[config.mk]
export PLATFORM = sky130hd
export DESIGN_NAME = ram_port_arbiter_flat
export DESIGN_NICKNAME = d
export VERILOG_FILES = /design/src/rtl/ram_port_arbiter_if.sv /design/src/rtl/ram_port_arbiter.sv /design/src/flat_wrapper.sv
export SDC_FILE = /design/constraint.sdc
export NUM_CORES = 1
export LEC_CHECK = 0
export ABC_AREA = 1
export CAP_MARGIN = 20
export CORE_MARGIN = 4
export CORE_UTILIZATION = 46
export DETAILED_ROUTE_END_ITERATION = 10
export HOLD_SLACK_MARGIN = 0.05
export MAX_ROUTING_LAYER = met4
export PLACE_DENSITY = 0.87
export SLEW_MARGIN = 20
export SYNTH_ARGS = -nofsm -noshare
export SYNTH_HDL_FRONTEND = slang
export SYNTH_SLANG_ARGS = --single-unit
[constraint.sdc]
create_clock -name clk -period 3 [get_ports clk]
set_clock_uncertainty 0.15 [all_clocks]
set_input_delay 0.6 -clock clk [delete_from_list [all_inputs] [get_ports clk]]
set_output_delay 0.6 -clock clk [all_outputs]
set_load 0.03 [all_outputs]
[src/rtl/ram_port_arbiter_if.sv]
// Requester-side bundle for one RAM client: request in, grant and
// response out.
interface ram_port_arbiter_if #(
   parameter int DW = 16,
   parameter int AW = 16
);
   logic          req;
   logic          we;
   logic [AW-1:0] addr;
   logic [DW-1:0] wdata;
   logic          gnt;
   logic          rvalid;
   logic [DW-1:0] rdata;
   logic          err;

   modport master (
      output req, we, addr, wdata,
      input  gnt, rvalid, rdata, err
   );

   modport slave (
      input  req, we, addr, wdata,
      output gnt, rvalid, rdata, err
   );
endinterface

[src/rtl/ram_port_arbiter.sv]
// Two-requester arbiter in front of a single-port synchronous RAM.
// Define RAM_ARB_ROUND_ROBIN_EN for round-robin; default is m1 priority.
module ram_port_arbiter #(
   parameter int DW    = 16,
   parameter int AW    = 16,
   parameter int DEPTH = 4096
) (
   input  logic          clk,
   input  logic          rst,
   ram_port_arbiter_if.slave m0,
   ram_port_arbiter_if.slave m1,
   output logic [AW-1:0] ram_adrs,
   output logic [DW-1:0] ram_data,
   output logic          ram_we,
   input  logic [DW-1:0] ram_val
);

   localparam logic [AW:0] LIM = (AW+1)'(DEPTH);

   typedef enum logic [1:0] {
      S_NONE,
      S_OWN0,
      S_OWN1
   } own_t;

   own_t          r_owner;
   own_t          w_owner_nxt;
   logic          r_err;
   logic          w_err_nxt;
   logic          w_g0;
   logic          w_g1;
   logic          w_any;
   logic          w_oor;
   logic          w_we;
   logic [AW-1:0] w_adrs;
   logic [DW-1:0] w_data;
   logic [AW-1:0] r_adrs;
   logic [DW-1:0] r_data;
   logic [DW-1:0] r_hold0;
   logic [DW-1:0] r_hold1;
   logic [DW-1:0] w_resp;

`ifdef RAM_ARB_ROUND_ROBIN_EN
   // r_last = 1 when m1 held the most recent grant
   logic r_last;

   always_ff @(posedge clk) begin
      if (rst)
         r_last <= 1'b1;
      else if (w_g0)
         r_last <= 1'b0;
      else if (w_g1)
         r_last <= 1'b1;
   end

   always_comb begin
      w_g0 = 1'b0;
      w_g1 = 1'b0;
      if (!rst) begin
         if (m0.req && m1.req) begin
            w_g0 = r_last;
            w_g1 = !r_last;
         end else begin
            w_g0 = m0.req;
            w_g1 = m1.req;
         end
      end
   end
`else
   always_comb begin
      w_g1 = !rst && m1.req;
      w_g0 = !rst && m0.req && !m1.req;
   end
`endif

   assign m0.gnt = w_g0;
   assign m1.gnt = w_g1;
   assign w_any  = w_g0 || w_g1;

   always_comb begin
      w_adrs = w_g1 ? m1.addr  : m0.addr;
      w_data = w_g1 ? m1.wdata : m0.wdata;
      w_we   = w_g1 ? m1.we    : m0.we;
   end

   assign w_oor    = {1'b0, w_adrs} >= LIM;
   assign ram_we   = w_any && w_we && !w_oor;
   assign ram_adrs = w_any ? w_adrs : r_adrs;
   assign ram_data = w_any ? w_data : r_data;

   // Idle cycles replay the last issued address/data
   always_ff @(posedge clk) begin
      if (rst) begin
         r_adrs <= '0;
         r_data <= '0;
      end else if (w_any) begin
         r_adrs <= w_adrs;
         r_data <= w_data;
      end
   end

   always_ff @(posedge clk) begin
      if (rst) begin
         r_owner <= S_NONE;
         r_err   <= 1'b0;
      end else begin
         r_owner <= w_owner_nxt;
         r_err   <= w_err_nxt;
      end
   end

   always_comb begin
      w_owner_nxt = S_NONE;
      w_err_nxt   = w_any && w_oor;
      unique case (1'b1)
         w_g0:    w_owner_nxt = S_OWN0;
         w_g1:    w_owner_nxt = S_OWN1;
         default: w_owner_nxt = S_NONE;
      endcase
   end

   assign w_resp = r_err ? '0 : ram_val;

   always_comb begin
      m0.rvalid = 1'b0;
      m0.err    = 1'b0;
      m0.rdata  = r_hold0;
      m1.rvalid = 1'b0;
      m1.err    = 1'b0;
      m1.rdata  = r_hold1;
      if (!rst) begin
         unique case (r_owner)
            S_OWN0: begin
               m0.rvalid = 1'b1;
               m0.err    = r_err;
               m0.rdata  = w_resp;
            end
            S_OWN1: begin
               m1.rvalid = 1'b1;
               m1.err    = r_err;
               m1.rdata  = w_resp;
            end
            default: ;
         endcase
      end
   end

   always_ff @(posedge clk) begin
      if (rst) begin
         r_hold0 <= '0;
         r_hold1 <= '0;
      end else begin
         if (r_owner == S_OWN0) r_hold0 <= w_resp;
         if (r_owner == S_OWN1) r_hold1 <= w_resp;
      end
   end

endmodule

[src/flat_wrapper.sv]
// flat-port wrapper written by rule: the top's interface ports become plain ports
module ram_port_arbiter_flat 
#(
   parameter int DW    = 16,
   parameter int AW    = 16,
   parameter int DEPTH = 4096
)
  (clk, rst, ram_adrs, ram_data, ram_we, ram_val, m0_req, m0_we, m0_addr, m0_wdata, m0_gnt, m0_rvalid, m0_rdata, m0_err, m1_req, m1_we, m1_addr, m1_wdata, m1_gnt, m1_rvalid, m1_rdata, m1_err);
  ram_port_arbiter_if #(.DW(DW), .AW(AW)) m0_i ();
  ram_port_arbiter_if #(.DW(DW), .AW(AW)) m1_i ();
  input  logic clk;
  input  logic rst;
  output logic [AW-1:0] ram_adrs;
  output logic [DW-1:0] ram_data;
  output logic ram_we;
  input  logic [DW-1:0] ram_val;
  input wire logic [$bits(m0_i.req)-1:0] m0_req;
  input wire logic [$bits(m0_i.we)-1:0] m0_we;
  input wire logic [$bits(m0_i.addr)-1:0] m0_addr;
  input wire logic [$bits(m0_i.wdata)-1:0] m0_wdata;
  output wire logic [$bits(m0_i.gnt)-1:0] m0_gnt;
  output wire logic [$bits(m0_i.rvalid)-1:0] m0_rvalid;
  output wire logic [$bits(m0_i.rdata)-1:0] m0_rdata;
  output wire logic [$bits(m0_i.err)-1:0] m0_err;
  input wire logic [$bits(m1_i.req)-1:0] m1_req;
  input wire logic [$bits(m1_i.we)-1:0] m1_we;
  input wire logic [$bits(m1_i.addr)-1:0] m1_addr;
  input wire logic [$bits(m1_i.wdata)-1:0] m1_wdata;
  output wire logic [$bits(m1_i.gnt)-1:0] m1_gnt;
  output wire logic [$bits(m1_i.rvalid)-1:0] m1_rvalid;
  output wire logic [$bits(m1_i.rdata)-1:0] m1_rdata;
  output wire logic [$bits(m1_i.err)-1:0] m1_err;
  assign m0_i.req = m0_req;
  assign m0_i.we = m0_we;
  assign m0_i.addr = m0_addr;
  assign m0_i.wdata = m0_wdata;
  assign m0_gnt = m0_i.gnt;
  assign m0_rvalid = m0_i.rvalid;
  assign m0_rdata = m0_i.rdata;
  assign m0_err = m0_i.err;
  assign m1_i.req = m1_req;
  assign m1_i.we = m1_we;
  assign m1_i.addr = m1_addr;
  assign m1_i.wdata = m1_wdata;
  assign m1_gnt = m1_i.gnt;
  assign m1_rvalid = m1_i.rvalid;
  assign m1_rdata = m1_i.rdata;
  assign m1_err = m1_i.err;
  ram_port_arbiter #(.DW(DW), .AW(AW), .DEPTH(DEPTH)) u_core (.clk(clk), .rst(rst), .m0(m0_i), .m1(m1_i), .ram_adrs(ram_adrs), .ram_data(ram_data), .ram_we(ram_we), .ram_val(ram_val));
endmodule
# Word level (Yosys, flattened, before mapping)
# Cells that the tools add are included.
classes:
  magnitude_cmp: 1
  muxes: 19
  reduce_logical: 10
  n_eq_ne: 2
op_table:
  columns: ["operator", "n"]
  rows:
  - ["$mux W16", 9]
  - ["$ge A16 B13 Y1 const B", 1]
  - ["$mux W1", 9]
  - ["$logic_and A1 B1 Y1", 6]
  - ["$pmux W2 S2", 1]
  - ["$logic_not A1 Y1", 3]
  - ["$eq A2 B1 Y1 const B", 1]
  - ["$eq A2 B2 Y1 const B", 1]
  - ["$logic_or A1 B1 Y1", 1]
totals:
  out_inout_bits: 71
  wordCells: 38
  reg_bits: 67

# Depth between registers and ports, before layout
depth:
  depth_word: 6
  ltp_mapped: 10

# Worst setup path after synthesis
# OpenSTA, ideal clock, no wires.
synth_timing:
  path_kind: "in2out"
  startpoint: "input rst"
  endpoint: "output m0_rdata[0]"
  arrival_ns: 1.816
  slack_ns: 0.434
  n_path_buf: 2
  stages: 5
  t_required_ns: 2.250
  path_cell_list: "buf_6 -> inv_4 -> clkbuf_1 -> o21ai_0 -> o21ai_0"
synth_via:
  elab_chain_len: 1
synth_rtl:
  columns: ["item", "line_no", "rtl"]
  rows:
  - ["start: declaration", "flat_wrapper.sv:12", "input logic rst;"]
  - ["$mux W16", "ram_port_arbiter.sv:131", "if (!rst) begin"]
  - ["end: declaration", "flat_wrapper.sv:23", "output wire logic [$bits(m0_i.rdata)-1:0] m0_rdata;"]
# No other way between the ends.

# Worst setup path in the final report
layout_timing:
  startpoint: "input m1_req"
  endpoint: "output ram_adrs[3]"
layout_via:
  elab_chain_len: 4
  elab_cells_between_ends: 6
  classes_between: "mux: 2; reduce/logical: 4"
layout_rtl:
  columns: ["item", "line_no", "rtl"]
  rows:
  - ["start: declaration", "flat_wrapper.sv:25", "input wire logic [$bits(m1_i.req)-1:0] m1_req;"]
  - ["$logic_not A1 Y1", "ram_port_arbiter.sv:72", "w_g0 = !rst && m0.req && !m1.req;"]
  - ["$logic_and A1 B1 Y1", "ram_port_arbiter.sv:72", null]
  - ["$logic_or A1 B1 Y1", "ram_port_arbiter.sv:78", "assign w_any = w_g0 || w_g1;"]
  - ["$mux W16 *", null, null]
  - ["end: declaration", "flat_wrapper.sv:13", "output logic [AW-1:0] ram_adrs;"]
# Mark *: on every way between the ends. The rest lies on a longest branch, timed or not.

==> summary.txt <==
Clock tree
  • Clk sink count: 67
  • Hold_buf cts: 0
  • Setup bufs post-CTS: 0
  • Clock Pin Slew Worst Setup and Hold Paths: 0.06 ns
  • CTS Root Cell: clkbuf_8
  • TritonCTS clock tree: yes
  • Clock Path Buffers: 2
  • H-tree Lvls: 3
  • Post-CTS resize count: 0
  • Total CTS buffers: 9
  • Worst-Skew Late Latency: ~0.33 ns

Status
  • Run status: complete, no violations

Timing
  • Setup TNS: 0 ns
  • Minimum clock period: 2.87 ns
  • Fmax: 349 MHz
  • Unrepaired setup endpoints after global routing: no
  • Hold WS: 0.337 ns
  • Period utilisation layout: 95.5%
  • Final setup vio count: 0
  • Final slew viol count: 0
  • Slew HR: approximately 72%
  • Final Hold Fails: 0
  • Least-Margin Pin Slew: 0.417 ns
  • Fin worst setup slack: 0.135 ns

Yosys
  • Syn Area/Cell: 6.59 µm²
  • Post-synth top area share: 37.7%
  • Post-synthesis cell area: 3560 µm²
  • FF+latch count, synth: between 60 and 70
  • Syn. warnings: 0
  • Synth cell types: 22
  • Syn_nets: between 600 and 700
  • Synth top area cells: dfxtp_1, nor2_1, nand2_1
  • Gate Count Post-Synth: 540
  • Cell taking the most area after synthesis: dfxtp_1
  • Sequential-to-total area share from yosys stat: 37.7%

Die
  • Starting density of the core: around 48%
  • Die X: 96.0 µm
  • Ports: 157
  • Die Ht: 96.0 µm
  • Core area: 7370 µm²
  • Standard-cell rows: 31
  • Die footprint: ~9200 µm²

Setup path
  • Setup Crit Path Kind: in2out
  • WP data arrival: about 2.1 ns
  • Worst Path Max Fanout: 26
  • CP endpoint kind: output pin
  • Worst Path Required: approximately 2.3 ns
  • Startpoint Class: primary input

Route
  • Post-Route WL: 10.9 mm
  • Initial DRC Count: 161
  • Drt first pass iters: 5
  • Routed Antenna Nets: 0
  • Vias: slightly below 4000
  • Residual DRC: 0
  • Drt via density: 4.96
  • Wire per inst: 13.8 µm

Layout
  • Synthesis-to-layout area growth: 46.5%
  • # diodes: 0
  • Fin nets: 773
  • Layout cell share with drive strength beyond 1: 20.5%

Global route
  • Initial antenna violation count: 0
  • First-pass GRT wire length: around 17 mm
  • Number of global-route vias before repair: 3678
  • All-Layer GR Usage: 24.0%
  • Largest net degree at the start of global routing: 38
  • GR Overflow Total: 0

Hold path
  • Worst hold path class: reg2reg

Place
  • Buffers added on ports: 156
  • GPL Wtd Cong: roughly 0.80
  • Pre-CTS WS: 0.162 ns
  • Detail Placement HPWL: 8.31 mm

Power
  • Power Density: 472 nW/µm²
  • Peak VDD IR: 0.000370 V
  • Leak: 2.55 nW
  • Final Power: between 0.002 and 0.0025 W

Job
  • Max-cap violations: 0
-- layer usage --
layer	vias up	part of all wire [%]	routed length, µm	track usage (%)
met5	-	0	0	-
met4	0	1.9	208	9.00
met3	15	9.8	1070	6.80
met2	178	47	5130	39.9
met1	1756	41	4530	27.4
li1	1972	-	-	-
-- placed cells by master, fill, tap and decap left out --
| cell type | netlist | final |
|---|---|---|
| nor2_1 | 125 | 124 |
| nand2_1 | 112 | 112 |
| clkdlybuf4s50_1 | 0 | 88 |
| buf_4 | 2 | 73 |
| dfxtp_1 | 67 | 67 |
| inv_1 | 60 | 60 |
| o21ai_0 | 54 | 54 |
| o21ai_1 | 23 | 23 |
| nand3_2 | 19 | 19 |
| o21ai_2 | 19 | 19 |
| nand3_1 | 17 | 17 |
| clkbuf_8 | 0 | 11 |
| buf_12 | 0 | 6 |
| nand2_2 | 4 | 4 |
| clkbuf_1 | 10 | 3 |
| inv_2 | 2 | 2 |
| nor2_2 | 1 | 2 |
| nor3_1 | 2 | 2 |
| clkinv_2 | 0 | 2 |
| inv_4 | 1 | 1 |
| nor2_4 | 1 | 1 |
| buf_2 | 10 | 1 |
| buf_6 | 7 | 1 |
-- critical path: stages --
cell and delay [ns]:
clkdlybuf4s50_1 0.54, nand2_2 0.09, nand2_2 0.19, buf_12 0.23, nand3_1 0.11, o21ai_1 0.12, inv_1 0.06, buf_4 0.17
-- where the power goes --
part	total, W	leakage, nW	switching [W]	internal (W)
Clock	0.000661	0.0905	0.000317	0.000344
Combinational	0.000818	1.91	0.000480	0.000338
Sequential	0.000981	0.553	0.0000263	0.000954
-- state kept, by name, indices dropped and copies added, names as in the netlist --
name and flops:
u_core.r_adrs 16, u_core.r_data 16, u_core.r_hold0 16, u_core.r_hold1 16, u_core.r_owner 2, u_core.r_err 1
-- synth_stat cells --
library cell  number
nor2_4             1
inv_2              2
buf_1              2
o21ai_0           54
buf_8              1
nor2_2             1
clkbuf_2           1
nor2_1           125
nand2_1          112
buf_2             10
inv_4              1
nand3_2           19
nor3_1             2
o21ai_2           19
nand2_2            4
nand3_1           17
dfxtp_1           67
clkbuf_1          10
inv_1             60
buf_6              7
o21ai_1           23
buf_4              2
-- final timing paths --
| kind | from | end | slack (ns) | cells past startpoint |
|---|---|---|---|---|
| worst max-delay path | m1_req | ram_adrs[3] | 0.13 | 8 |
| worst min-delay path | u_core.r_adrs[11] | u_core.r_adrs[11] | 0.34 | 2 |
| worst max register to register | u_core.r_owner[1] | u_core.r_hold0[5] | 1.45 | 5 |
| worst min register to register | u_core.r_adrs[11] | u_core.r_adrs[11] | 0.34 | 2 |
-- cells by family after synthesis --
kind of cell    synth area share, %
compound gates                 15.5
buf+inv                        12.6
flops                          37.7
simple gates                   34.2
-- area by class of cell --
type / instances / area, µm²
fill: 605 / 2160
multi-input combinational: 377 / 1770
inverter: 63 / 239
sequential: 67 / 1340
timing repair buffer: 169 / 1570
tap: 99 / 124
clock inverter: 2 / 10.0
clock buffer: 14 / 163
-- per-stage QoR --
| step | cells | instance area (µm²) | utilization (%) |
|---|---|---|---|
| after floorplan | 540 | 3560 | - |
| after global placement | 775 | 5040 | 68.4 |
| after detailed placement | 775 | 5040 | 68.4 |
| after CTS | 791 | 5210 | 70.7 |
| after global routing | 791 | 5210 | 70.7 |
| final | 791 | 5210 | 70.7 |
Note: power is estimated with default switching activity, not from simulation.
